===== config.mk =====
export PLATFORM = sky130hd
export DESIGN_NAME = muldiv_sequencer
export DESIGN_NICKNAME = d
export VERILOG_FILES = /design/src/rtl/riscv_defines.sv /design/src/rtl/muldiv_sign_fix.sv /design/src/rtl/muldiv_sequencer.sv
export SDC_FILE = /design/constraint.sdc
export NUM_CORES = 1
export LEC_CHECK = 0
export ABC_CLOCK_PERIOD_IN_PS = 3300
export CAP_MARGIN = 20
export CORE_ASPECT_RATIO = 1.25
export CORE_UTILIZATION = 55
export CTS_CLUSTER_DIAMETER = 60
export DETAILED_ROUTE_END_ITERATION = 8
export GPL_TIMING_DRIVEN = 1
export PLACE_DENSITY = 0.84
export SLEW_MARGIN = 20
export SYNTH_ARGS = -nofsm -noshare
export SYNTH_HDL_FRONTEND = slang
export SYNTH_SLANG_ARGS = --single-unit
export TNS_END_PERCENT = 5

===== constraint.sdc =====
create_clock -name clk -period 3.3 [get_ports clk]
set_input_delay 0.33 -clock clk [delete_from_list [all_inputs] [get_ports clk]]
set_output_delay 0.33 -clock clk [all_outputs]
set_load 0.03 [all_outputs]

===== src/rtl/riscv_defines.sv =====
// Shared definitions for the EX-stage multiply/divide sequencer:
// operation encoding (funct3), FSM state encoding, iteration count,
// special-case result constants and operand-sign helpers.
package riscv_defines;

   typedef enum logic [2:0] {
      OP_MUL    = 3'd0,
      OP_MULH   = 3'd1,
      OP_MULHSU = 3'd2,
      OP_MULHU  = 3'd3,
      OP_DIV    = 3'd4,
      OP_DIVU   = 3'd5,
      OP_REM    = 3'd6,
      OP_REMU   = 3'd7
   } muldiv_op_t;

   typedef enum logic [1:0] {
      MD_IDLE = 2'd0,
      MD_CALC = 2'd1,
      MD_DONE = 2'd2
   } muldiv_state_t;

   localparam int          MULDIV_ITER = 32;
   localparam logic [31:0] DIV_ZERO_Q  = 32'hFFFF_FFFF;
   localparam logic [31:0] INT_MIN     = 32'h8000_0000;

   // rs1 is treated as signed by MULH, MULHSU, DIV and REM.
   function automatic logic op_signed_a(input logic [2:0] op);
      return (op == OP_MULH) || (op == OP_MULHSU) || (op == OP_DIV) || (op == OP_REM);
   endfunction

   // rs2 is treated as signed by MULH, DIV and REM (MULHSU keeps it unsigned).
   function automatic logic op_signed_b(input logic [2:0] op);
      return (op == OP_MULH) || (op == OP_DIV) || (op == OP_REM);
   endfunction

endpackage


===== src/rtl/muldiv_sign_fix.sv =====
// Final result stage of the multiply/divide sequencer: applies the sign
// correction to the unsigned magnitude and selects the word the op returns.
// For multiplies the whole 64-bit product is negated; for divides the
// quotient (low word) and remainder (high word) are negated independently.
module muldiv_sign_fix
   import riscv_defines::*;
(
   input  logic [63:0] mag_i,
   input  logic        neg_i,
   input  logic [2:0]  op_i,
   output logic [31:0] res_o
);

   logic [63:0] prod_fix;
   logic [31:0] quot_fix;
   logic [31:0] rem_fix;

   assign prod_fix = neg_i ? (~mag_i + 64'd1) : mag_i;
   assign quot_fix = neg_i ? (~mag_i[31:0] + 32'd1) : mag_i[31:0];
   assign rem_fix  = neg_i ? (~mag_i[63:32] + 32'd1) : mag_i[63:32];

   // Pick low/high product word, quotient or remainder by operation.
   always_comb begin
      res_o = prod_fix[31:0];
      case (op_i)
         OP_MUL:                       res_o = prod_fix[31:0];
         OP_MULH, OP_MULHSU, OP_MULHU: res_o = prod_fix[63:32];
         OP_DIV, OP_DIVU:              res_o = quot_fix;
         default:                      res_o = rem_fix;
      endcase
   end

endmodule


===== src/rtl/muldiv_sequencer.sv =====
// Iterative RV32M multiply/divide engine with its sequencing FSM, sitting in
// EX beside the ALU. One operation at a time: 32 shift-add (multiply) or
// restoring (divide) steps, then a single DONE cycle with a done pulse.
// Divide-by-zero and signed overflow skip the iteration entirely.
// stall_req holds F/D/E while the op runs; flush_e aborts it.
//
// Handshake: EX raises req_valid with stable operands and keeps it high
// until the cycle in which done=1; that cycle belongs to the finishing
// instruction, so a new request is only accepted in the IDLE cycle after it.
//
// Optional build macro MULDIV_FAST_MUL_EN: multiplies use a single-cycle
// 33x33 signed product at acceptance; divides are unaffected.
module muldiv_sequencer
   import riscv_defines::*;
#(
   parameter int XLEN = 32
)(
   input  logic            clk,
   input  logic            start,
   input  logic            req_valid,
   input  logic [2:0]      req_op,
   input  logic [XLEN-1:0] in_a,
   input  logic [XLEN-1:0] in_b,
   input  logic            flush_e,
   output logic            stall_req,
   output logic            busy,
   output logic            done,
   output logic [XLEN-1:0] result,
   output logic [1:0]      dbg_state
);

   localparam logic [1:0] ST_IDLE = MD_IDLE;
   localparam logic [1:0] ST_CALC = MD_CALC;
   localparam logic [1:0] ST_DONE = MD_DONE;
   localparam logic [4:0] LAST_CNT = 5'(MULDIV_ITER - 1);

   logic [1:0]  state_q, state_d;
   logic [4:0]  count_q, count_d;
   logic [2:0]  op_q, op_d;
   logic [31:0] mcand_q, mcand_d;   // multiplicand or divisor magnitude
   logic [63:0] prod_q, prod_d;     // product, or {remainder, quotient}
   logic        neg_q, neg_d;
   logic [31:0] result_q, result_d;

   // Operand conditioning at acceptance
   logic        sgn_a, sgn_b, sa, sb, acc_neg;
   logic [31:0] abs_a, abs_b;

   assign sgn_a   = op_signed_a(req_op);
   assign sgn_b   = op_signed_b(req_op);
   assign sa      = sgn_a & in_a[31];
   assign sb      = sgn_b & in_b[31];
   assign abs_a   = sa ? (~in_a + 32'd1) : in_a;
   assign abs_b   = sb ? (~in_b + 32'd1) : in_b;
   assign acc_neg = (req_op == OP_REM) ? sa : (sa ^ sb);

`ifdef MULDIV_FAST_MUL_EN
   logic signed [65:0] fast_prod;
   assign fast_prod = $signed({sgn_a & in_a[31], in_a}) * $signed({sgn_b & in_b[31], in_b});
`endif

   // One shift-add multiply step on the product register
   logic [32:0] mul_sum;
   logic [63:0] mul_next;
   assign mul_sum  = {1'b0, prod_q[63:32]} + (prod_q[0] ? {1'b0, mcand_q} : 33'd0);
   assign mul_next = {mul_sum, prod_q[31:1]};

   // One restoring divide step: shift, trial subtract, set quotient bit
   logic [32:0] div_shift;
   logic        div_ge;
   logic [31:0] div_sub;
   logic [63:0] div_next;
   assign div_shift = {prod_q[63:32], prod_q[31]};
   assign div_ge    = div_shift >= {1'b0, mcand_q};
   assign div_sub   = div_shift[31:0] - mcand_q;
   assign div_next  = {(div_ge ? div_sub : div_shift[31:0]), prod_q[30:0], div_ge};

   logic [31:0] fix_res;

   muldiv_sign_fix u_sign_fix (
      .mag_i (prod_q),
      .neg_i (neg_q),
      .op_i  (op_q),
      .res_o (fix_res)
   );

   // Next-state logic: acceptance, iteration, completion, flush override
   always_comb begin
      state_d  = state_q;
      count_d  = count_q;
      op_d     = op_q;
      mcand_d  = mcand_q;
      prod_d   = prod_q;
      neg_d    = neg_q;
      result_d = result_q;
      case (state_q)
         ST_IDLE: begin
            if (req_valid && !flush_e) begin
               op_d    = req_op;
               neg_d   = acc_neg;
               count_d = 5'd0;
               mcand_d = abs_b;
               if (req_op[2]) begin
                  if (in_b == 32'd0) begin
                     prod_d  = {in_a, DIV_ZERO_Q};
                     neg_d   = 1'b0;
                     state_d = ST_DONE;
                  end else if (sgn_a && (in_a == INT_MIN) && (in_b == DIV_ZERO_Q)) begin
                     prod_d  = {32'd0, INT_MIN};
                     neg_d   = 1'b0;
                     state_d = ST_DONE;
                  end else begin
                     prod_d  = {32'd0, abs_a};
                     state_d = ST_CALC;
                  end
               end else begin
`ifdef MULDIV_FAST_MUL_EN
                  prod_d  = fast_prod[63:0];
                  neg_d   = 1'b0;
                  state_d = ST_DONE;
`else
                  prod_d  = {32'd0, abs_a};
                  state_d = ST_CALC;
`endif
               end
            end
         end
         ST_CALC: begin
            prod_d  = op_q[2] ? div_next : mul_next;
            count_d = count_q + 5'd1;
            if (count_q == LAST_CNT) begin
               state_d = ST_DONE;
            end
         end
         ST_DONE: begin
            result_d = fix_res;
            state_d  = ST_IDLE;
         end
         default: begin
            state_d = ST_IDLE;
         end
      endcase
      if (flush_e) begin
         state_d  = ST_IDLE;
         count_d  = 5'd0;
         result_d = result_q;
      end
   end

   // State and datapath registers, asynchronously cleared by start=0
   always_ff @(posedge clk or negedge start) begin
      if (!start) begin
         state_q  <= ST_IDLE;
         count_q  <= 5'd0;
         op_q     <= 3'd0;
         mcand_q  <= 32'd0;
         prod_q   <= 64'd0;
         neg_q    <= 1'b0;
         result_q <= 32'd0;
      end else begin
         state_q  <= state_d;
         count_q  <= count_d;
         op_q     <= op_d;
         mcand_q  <= mcand_d;
         prod_q   <= prod_d;
         neg_q    <= neg_d;
         result_q <= result_d;
      end
   end

   assign busy      = (state_q != ST_IDLE);
   assign done      = (state_q == ST_DONE) && !flush_e;
   assign result    = done ? fix_res : result_q;
   assign stall_req = req_valid & ~done & ~flush_e;
   assign dbg_state = state_q;

endmodule


==> out/results.tsv, run 1 <==
metric	value	unit
dieArea	26340	um^2
setup_viol	31	
rows	65	
crit_required	2.97	ns
track_usage	42.46	%
synth-compound-area-share	27.35	%
routedWlPerCell	22.85	um
synthAdderAreaFrac	6.572	%
crit_path_frequent_cell	buf_4	
port_buffers	107	
drc	0	
clock_latency	0.45	ns
crit_chain	buf_4, or2_4, nor4_4, nand3_2, buf_6, or4_4, o41ai_4, xnor2_1, o22ai_1, a21oi_2, o21ai_2, buf_4	
synth_ff_type	dfrtp_1	
post_synth_and_or_nand_nor_area_fraction	21.05	%
synth_xor_area_share	11.10	%
hpwl	42620	um
synth_nets	2018	
die_h	181.2	um
grt_max_degree	100	
cts_tree	built	
cts_root_buffer	clkbuf_16	
clockBufferDepth	2	
diodes	0	
power_density	864.5	nW/um^2
setup_slack	-0.4544	ns
rsz0062_at_grt	yes	
async_flop_share	100.0	%
overflow	0	
violations	negative setup slack	
cts.sinks	139	
grt_pass1_wl	85930	um
synth_edf_count	0	
syn_inst	1874	
dr.pass1.iters	6	
core	25210	um^2
first_iter_violations	1490	
vias	16180	
max_cap_viol_count	0	
ioPinCount	108	
grt_pass1_vias	15420	
syn2layout_area_growth	29.67	%
avgSynthCellArea	7.539	um^2
fin_hold_ws	0.4662	ns
clkTransAtPathRegs	0.06	ns
fin_crit	3.754	ns
min_period_over_period	113.8	%
synth_top_family_by_area	compound AO/OA/AOI/OAI gates	
ir_drop	0.4407	mV
htree_levels	4	
cts_made_buffers	17	
timing.critical_path.buf_inv	3	
synthMuxAreaShare	4.083	%
final_cell_area	18320	um^2
place.gp.congestion	1.052	
drt_wl_total	56660	um
placed_cell_area	16890	um^2
path_max_fanout	5	
die_w	145.4	um
start_util	56.03	%
cp-start-kind	register	
slowest_stage	or4_4	
layout.nets	2276	
ant_nets	0	
vias_per_cell	6.523	
synth_seq_cells	139	
worstSetupPathType	reg -> out	
r2r_slack	-0.40	ns
hold_viol	0	
leakagePower	7.882	nW
seq_area_frac_synth	24.62	%
outcome	complete, but fails checks	
drive_gt1_share	21.63	%
cp.arrival	3.42	ns
antenna_found_initial	0	
slew_headroom	24.31	%
hold_class	in -> async	
slowest_delay	0.50	ns
fmax	266.4	MHz
critPathCaptureType	primary output	
drv_slew	0	
tightest_slew	1.131	ns
yosysWarnings	0	
synthDistinctLibCells	84	
crit_family	simple AND/OR/NAND/NOR gates	
synthesis.area	14130	um^2
skew	0.01043	ns
-- synthesized netlist by cell type (8+ instances only) --
cell	instances	area (um^2)
nor2b_1	8	50.05
nor2_1	170	638.1
a22oi_1	8	60.06
mux2_2	13	146.4
o21ai_0	167	835.8
o22ai_1	28	175.2
or4_1	9	67.56
clkbuf_1	101	379.1
o21a_1	12	90.09
ha_1	71	888.4
a21o_1	24	180.2
o211ai_1	12	90.09
o21ai_1	8	40.04
nand2b_1	18	112.6
o21bai_1	11	82.58
nor3_1	40	200.2
dfrtp_1	139	3478
nand4_1	22	137.6
and2_1	9	56.30
a211oi_1	30	225.2
buf_2	14	70.07
o31ai_1	26	195.2
a21oi_1	211	1056
and3_1	15	93.84
xnor2_1	95	832.1
inv_1	62	232.7
xor2_1	84	735.7
nand2_1	203	762.0
a31oi_1	21	131.4
nand3_1	39	195.2
mux2i_1	43	430.4
or2_2	11	68.82
nor4_1	13	81.33
o41ai_1	10	87.58
or3_1	15	93.84
-- cell families (layout without fill, tap and decap cells) --
| logic type | after synthesis | count (layout) |
|---|---|---|
| muxes | 56 | 56 |
| DFF | 139 | 139 |
| and+or+nand+nor | 609 | 609 |
| xor gates and xnor gates | 179 | 179 |
| adders and majority gates | 73 | 73 |
| buffers and inverters | 186 | 457 |
| AOI/OAI and AO/OA | 632 | 632 |
-- stage by stage --
stage / util [%] / cells / TNS, ns / total power, mW / worst slack [ns]
2_1_floorplan: - / 1874 / -1.999 / 8.967 / -0.2066
3_5_place_dp: 67.00 / 2423 / -0.8953 / 12.70 / -0.1854
4_1_cts: 70.77 / 2470 / -7.257 / 15.08 / -0.4339
3_3_place_gp: 67.00 / 2423 / -0.3199 / 12.46 / -0.1027
5_1_grt: 72.66 / 2480 / -11.44 / 16.65 / -0.5362
6_report: 72.66 / 2480 / -7.646 / 15.84 / -0.4544
-- power breakdown --
group          total (mW)  internal, mW  switching (mW)
combinational        11.0          4.67            6.28
sequential           2.68          2.13           0.547
clock                2.21          1.40           0.808
total                15.8          8.20            7.64
-- state kept, by name, summed over array words and instances, names as in the netlist --
| signal | cells |
|---|---|
| op_q | 3 |
| count_q | 5 |
| neg_q | 1 |
| result_q | 32 |
| prod_q | 64 |
| dbg_state | 2 |
| mcand_q | 32 |
-- worst reg2reg max path, stage by stage, from the launching register on --
cell	delay, ns
dfrtp_1	0.39
buf_4	0.16
or2_4	0.27
nor4_4	0.32
nand3_2	0.14
buf_6	0.14
or4_4	0.50
o41ai_4	0.29
xnor2_1	0.19
o22ai_1	0.13
a21oi_2	0.17
o21ai_2	0.09
buf_4	0.15
buf_4	0.13
buf_6	0.11
buf_6	0.10
buf_6	0.10
buf_6	0.10
buf_6	0.10
-- worst paths after layout --
kind                                          from                        to  cells after the start
max in group asynchronous                    start    mcand_q[0]$_DFFE_PN0P_                      3
hold reg to reg            mcand_q[12]$_DFFE_PN0P_   mcand_q[12]$_DFFE_PN0P_                      2
setup reg to reg             prod_q[3]$_DFFE_PN0P_  result_q[31]$_DFFE_PN0P_                     18
hold / removal                               start  result_q[15]$_DFFE_PN0P_                      2
setup / recovery             prod_q[3]$_DFFE_PN0P_                result[31]                     12
min in group clk           mcand_q[12]$_DFFE_PN0P_   mcand_q[12]$_DFFE_PN0P_                      2
-- area by class of cell --
cell class | instances | area [um^2]
Multi-Input combinational cell | 1549 | 10470
Clock inverter | 10 | 187.7
Inverter | 62 | 232.7
Clock buffer | 22 | 474.2
Sequential cell | 139 | 3485
Timing Repair Buffer | 363 | 3054
Fill cell | 1965 | 6893
Tap cell | 335 | 419.2
-- timing repair --
item | CTS | global route
hold endpoints to repair | 68 | 0
setup endpoints to repair | 40 | 60
hold buffers | 1 | 0
pin swaps | 18 | 27
resized for setup | 53 | 93
buffers inserted | 14 | 10
-- cells in the final DEF (no fill, tap or decap), drive strengths merged, types with 9 or more instances in the layout --
cell	Yosys	final
nor4	19	19
nor3	41	41
o21ai	175	175
clkdlybuf4s50	0	73
nor2	173	173
or4	15	15
a211oi	31	31
o41ai	13	13
inv	62	62
and3	15	15
a31oi	21	21
or3	16	16
and2	9	9
o22ai	28	28
buf	23	288
o211ai	12	12
mux2	13	13
xnor2	95	95
o21a	12	12
a21oi	211	211
nand2	203	203
nand2b	18	18
clkbuf	101	22
a21o	24	24
xor2	84	84
nand3	41	41
nand4	22	22
or2	13	13
mux2i	43	43
o21bai	11	11
o31ai	26	26
ha	71	71
dfrtp	139	139
-- routing by layer --
metal | track usage, % | up-vias | routed length (um)
met4 | 33.35 | 0 | 4963
met5 | 0 | - | 0
met1 | 47.61 | 7583 | 20170
met3 | 8.611 | 287 | 5256
met2 | 70.58 | 994 | 26270
li1 | - | 7314 | -
No activity file was read; power rests on OpenSTA's default activity.
==> run 2, diff against run 1 <==
- ABC_CLOCK_PERIOD_IN_PS: 3300 -> unset
==> results of run 2 <==
Same layout as run 1: the final DEF is identical, and so are final timing and power.
